--- src/rtl/uart_rx_byte.sv ---
// uart_rx_byte: 16x-oversampled UART receiver for the CPU serial peripheral.
// Holds the last byte plus sticky status flags for the memory-mapped read path.
// Optional 8E1 framing is enabled by defining UART_RX_PARITY_EN; by default the
// receiver decodes 8N1 frames and parity_err stays 0.
module uart_rx_byte #(
    parameter int CLK_FREQ   = 100000000,
    parameter int BAUD       = 9600,
    parameter int OVERSAMPLE = 16
) (
    input  logic       clk,
    input  logic       reset,
    input  logic       UART_RX,
    input  logic       rx_ack,
    output logic [7:0] rx_data,
    output logic       rx_ready,
    output logic       overrun,
    output logic       frame_err,
    output logic       parity_err
);

    localparam int DIV = CLK_FREQ / (BAUD * OVERSAMPLE);
    localparam int CW  = (DIV > 1) ? $clog2(DIV) : 1;
    localparam logic [CW-1:0] DIV_LAST = CW'(DIV - 1);

    typedef enum logic [2:0] {
        S_IDLE,
        S_START,
        S_DATA,
        S_PARITY,
        S_STOP,
        S_WAIT_IDLE
    } state_t;

    state_t        state;
    logic          rx_meta;
    logic          rxs;
    logic [CW-1:0] cnt;
    logic          tick;
    logic          start_go;
    logic [3:0]    s;
    logic [2:0]    n;
    logic [7:0]    shreg;
    logic          deliver;

    assign tick     = (cnt == DIV_LAST);
    assign start_go = (state == S_IDLE) && !rxs;

    // Two-flop synchroniser for the asynchronous serial pin, idle high.
    always_ff @(posedge clk or negedge reset) begin
        if (!reset) begin
            rx_meta <= 1'b1;
            rxs     <= 1'b1;
        end else begin
            rx_meta <= UART_RX;
            rxs     <= rx_meta;
        end
    end

    // Oversample tick divider, re-phased to the start edge.
    always_ff @(posedge clk or negedge reset) begin
        if (!reset) begin
            cnt <= '0;
        end else if (start_go || tick) begin
            cnt <= '0;
        end else begin
            cnt <= cnt + 1'b1;
        end
    end

    // Frame decoder and host-facing status registers.
    // Flag clears from rx_ack come first so a flag set in the same cycle wins.
    always_ff @(posedge clk or negedge reset) begin
        if (!reset) begin
            state      <= S_IDLE;
            s          <= '0;
            n          <= '0;
            shreg      <= '0;
            deliver    <= 1'b0;
            rx_data    <= '0;
            rx_ready   <= 1'b0;
            overrun    <= 1'b0;
            frame_err  <= 1'b0;
            parity_err <= 1'b0;
        end else begin
            deliver <= 1'b0;

            if (deliver) begin
                rx_data  <= shreg;
                rx_ready <= 1'b1;
                if (rx_ack) begin
                    frame_err  <= 1'b0;
                    parity_err <= 1'b0;
                end else if (rx_ready) begin
                    overrun <= 1'b1;
                end
            end else if (rx_ack) begin
                rx_ready   <= 1'b0;
                overrun    <= 1'b0;
                frame_err  <= 1'b0;
                parity_err <= 1'b0;
            end

            case (state)
                S_IDLE: begin
                    if (!rxs) begin
                        s     <= '0;
                        state <= S_START;
                    end
                end
                S_START: begin
                    if (tick) begin
                        if (s == 4'd7) begin
                            if (rxs) begin
                                state <= S_IDLE;
                            end else begin
                                s     <= '0;
                                n     <= '0;
                                state <= S_DATA;
                            end
                        end else begin
                            s <= s + 1'b1;
                        end
                    end
                end
                S_DATA: begin
                    if (tick) begin
                        s <= s + 1'b1;
                        if (s == 4'd15) begin
                            shreg[n] <= rxs;
                            n        <= n + 1'b1;
                            if (n == 3'd7) begin
`ifdef UART_RX_PARITY_EN
                                state <= S_PARITY;
`else
                                state <= S_STOP;
`endif
                            end
                        end
                    end
                end
`ifdef UART_RX_PARITY_EN
                S_PARITY: begin
                    if (tick) begin
                        s <= s + 1'b1;
                        if (s == 4'd15) begin
                            if (^{shreg, rxs}) begin
                                parity_err <= 1'b1;
                            end
                            state <= S_STOP;
                        end
                    end
                end
`endif
                S_STOP: begin
                    if (tick) begin
                        s <= s + 1'b1;
                        if (s == 4'd15) begin
                            if (rxs) begin
                                deliver <= 1'b1;
                                state   <= S_IDLE;
                            end else begin
                                frame_err <= 1'b1;
                                state     <= S_WAIT_IDLE;
                            end
                        end
                    end
                end
                S_WAIT_IDLE: begin
                    if (rxs) begin
                        state <= S_IDLE;
                    end
                end
                default: begin
                    state <= S_IDLE;
                end
            endcase
        end
    end

endmodule

--- config.mk ---
export PLATFORM = sky130hd
export DESIGN_NAME = uart_rx_byte
export DESIGN_NICKNAME = d
export VERILOG_FILES = /design/src/rtl/uart_rx_byte.sv
export SDC_FILE = /design/constraint.sdc
export NUM_CORES = 1
export LEC_CHECK = 0
export ABC_AREA = 1
export CORE_MARGIN = 2
export CORE_UTILIZATION = 60
export DETAILED_ROUTE_END_ITERATION = 8
export DONT_BUFFER_PORTS = 1
export MAX_ROUTING_LAYER = met4
export PLACE_DENSITY = 0.87
export SKIP_CTS_REPAIR_TIMING = 1
export SYNTH_ARGS = -nofsm -noshare
export SYNTH_HDL_FRONTEND = slang
export SYNTH_SLANG_ARGS = --single-unit
--- constraint.sdc ---
create_clock -name clk -period 2.2 [get_ports clk]
set_clock_uncertainty 0.2 [all_clocks]
set_input_delay 0.22 -clock clk [delete_from_list [all_inputs] [get_ports clk]]
set_output_delay 0.22 -clock clk [all_outputs]
set_load 0.01 [all_outputs]
==> metrics.md <==
| Metric | Value |
|---|---|
| Total iterations of the first detailed-routing run | 4 |
| Worst Setup SP | cnt[0]$_DFF_PN0_ |
| Worst reg2reg endpoint | n[0]$_DFFE_PN0P_ |
| Max-slew violations | 0 |
| R2r setup slk | 0.38 ns |
| Htree depth | 2 |
| Clk slew on worst S/H paths | 0.07 ns |
| Port buffer count | 0 |
| # fillers | 292 |
| Footprint of the multi-input gates | 0.001131 mm^2 |
| Outcome | complete, no violations |
| Vias | 1985 |
| CTS max path bufs | 2 |
| Routability cong. | 0.8834 |
| Total congestion overflow | 0 |
| CP Class | reg -> reg |
| Critical Path Fanout Max | 7 |
| HP Class | reg -> reg |
| Leak Pwr | 1.292 nW |
| Tmin final | 1.816 ns |
| Endpoints failing hold | 0 |
| Clk sinks | 42 |
| Setup slack after layout | 0.3835 ns |
| Area grow syn2layout | 8.293% |
| CTS tree | done |
| Maximum clock rate | 550.5 MHz |
| Cell area after layout | 0.002532 mm^2 |
| Drt drc | 0 |
| Maxcap violations | 0 |
| Maximum number of pins on one net before global-route repair | 43 |
| Initial core utilization | 0.6293 |
| # nets final | 326 |
| Most frequent cells in the layout | nand2_1, dfrtp_1, nor2_1, nand3_1, inv_1 |
| Register area | 0.001054 mm^2 |
| Dpl hpwl | 3.191 mm |
| 1st-iter DRT viols | 120 |
| Worst flop-to-flop path startpoint | cnt[0]$_DFF_PN0_ |
| Inserted Clock Buffers | 5 |
| Commonest non-fill, non-tap cell in the layout | nand2_1 |
| Syn Inst Count | 312 |
| Setup violators final | 0 |
| Critical Path Source Type | flop |
| Routed vias/inst | 5.423 |
| Final TNS setup | 0 ns |
| First-pass GRT wire length | 7.921 mm |
| Seq cells post-synth | 42 |
| Cells on worst reg2reg path | 9 |
| CTS Root Cell | clkbuf_8 |
| CP endpoint | n[0]$_DFFE_PN0P_ |
| I/O Pins | 16 |
| Sequential cell area fraction in the yosys report | 0.4505 |
| WHS | 0.1580 ns |
| Data arrival, critical path | 1.80 ns |
| Ys Warns | 0 |
| Antenna cells | 0 |
| Core Footprint | 0.003716 mm^2 |
| Routed WL per cell | 12.04 um |
| Pre-CTS setup slack | 0.3886 ns |
| Worst skew pair latency | 0.29 ns |
| Pwr dens | 555.1 mW/mm^2 |
| Horiz. Die Dim | 66.43 um |
| Post-route ant nets | 0 |
| Die area | 0.004413 mm^2 |
| CP endpoint kind | flop |
| Chip height | 66.43 um |
| Initial antenna violation count | 0 |
| Avg Inst Size Synth | 7.495 um^2 |
| Placed cell areas | 0.002365 mm^2 |
| RSZ-0062 raised after global routing | false |
| Post-synthesis net count | 321 |
| Site Rows | 22 |
| Total Wirelength | 4.406 mm |
| Share of cells above drive strength 1 | 0.1132 |
| Total GRT Usage | 0.2403 |
| Period utilisation layout | 0.8257 |
| Netlist cell types | 31 |
| Cell area after synthesis | 0.002338 mm^2 |
| Peak supply drop | 353.1 uV |
| Number of global-route vias before repair | 1880 |
| CP required | 2.18 ns |
cells in the mapped netlist, drive strengths merged:
| library cell | n | area share |
|---|---|---|
| dfstp | 2 | 0.022 |
| nor3 | 4 | 0.0086 |
| clkinv | 1 | 0.0016 |
| xor2 | 3 | 0.011 |
| nor2 | 38 | 0.072 |
| nand2 | 116 | 0.19 |
| nand4 | 14 | 0.037 |
| or2 | 1 | 0.0027 |
| buf | 6 | 0.016 |
| ha | 5 | 0.027 |
| o21ai | 11 | 0.028 |
| nand3b | 2 | 0.0064 |
| nor4 | 1 | 0.0027 |
| nand3 | 33 | 0.082 |
| a21oi | 2 | 0.0059 |
| clkbuf | 1 | 0.0016 |
| nor3b | 2 | 0.0064 |
| dfrtp | 40 | 0.43 |
| inv | 29 | 0.047 |
| conb | 1 | 0.0016 |
registers in the layout (all words and copies together), names as in the netlist:
| register | count |
|---|---|
| rx_meta | 1 |
| s | 4 |
| overrun | 1 |
| state | 3 |
| rx_data | 8 |
| rx_ready | 1 |
| frame_err | 1 |
| cnt | 10 |
| deliver | 1 |
| shreg | 8 |
| n | 3 |
| rxs | 1 |
how the worst min path moves through the flow:
stage,from,end,slack [ns],depth (start not counted)
final,rx_meta$_DFF_PN1_,rxs$_DFF_PN1_,0.16,0
after global routing,rx_meta$_DFF_PN1_,rxs$_DFF_PN1_,0.16,0
after CTS,reset,cnt[4]$_DFF_PN0_,-0.60,0
after detailed placement,reset,s[2]$_DFFE_PN0P_,-0.27,0
after global placement,reset,s[2]$_DFFE_PN0P_,-0.27,0
after floorplan,reset,cnt[0]$_DFF_PN0_,-0.28,0
worst max-delay path, cell delays in order, from the launching register on:
cell and delay [ns]:
dfrtp_1 0.45, inv_1 0.09, ha_1 0.16, nand2_1 0.05, nor2_1 0.15, nand3_2 0.20
nor2_4 0.18, nand2_1 0.10, nand2_1 0.07, nand2_1 0.05
per-stage QoR:
step                      utilization  power [mW]  cells
after floorplan                     -      0.8021    312
after global placement         0.6364      0.8035    354
after detailed placement       0.6364      0.8036    354
after CTS                      0.6660       1.396    362
after global routing           0.6815       1.466    366
final                          0.6815       1.406    366
power breakdown:
group          switching [mW]  total (mW)  internal, mW  leakage [nW]
registers            0.000661       0.775         0.775         0.565
logic                  0.0252      0.0371        0.0119         0.676
clock network           0.255       0.593         0.338        0.0514
cell type report:
class | count | area share
multi-input cells | 233 | 0.4466
clock buffers | 6 | 0.02866
inverters | 30 | 0.04447
flip-flops and latches | 42 | 0.4160
repair buffers | 5 | 0.02569
clock inverters | 2 | 0.01482
well taps | 48 | 0.02372
logic make-up (layout without fill, tap and decap cells):
family,count (synthesis),in the layout,share of synthesized area
AOI/OAI and AO/OA,13,13,0.03424
xor gates and xnor gates,3,3,0.01124
adders and majority gates,5,5,0.02675
buffers and inverters,37,43,0.06581
DFF,42,42,0.4505
other,1,1,0.001604
and+or+nand+nor,211,211,0.4098
per-layer routing:
metal | track usage | vias up | routed length (um)
met2 | 0.3938 | 51 | 2032
met5 | - | - | 0
met4 | 0.09439 | 0 | 69
met1 | 0.2948 | 916 | 2101
li1 | - | 1009 | -
met3 | 0.04429 | 9 | 202
(Power assumes the default switching activity.)
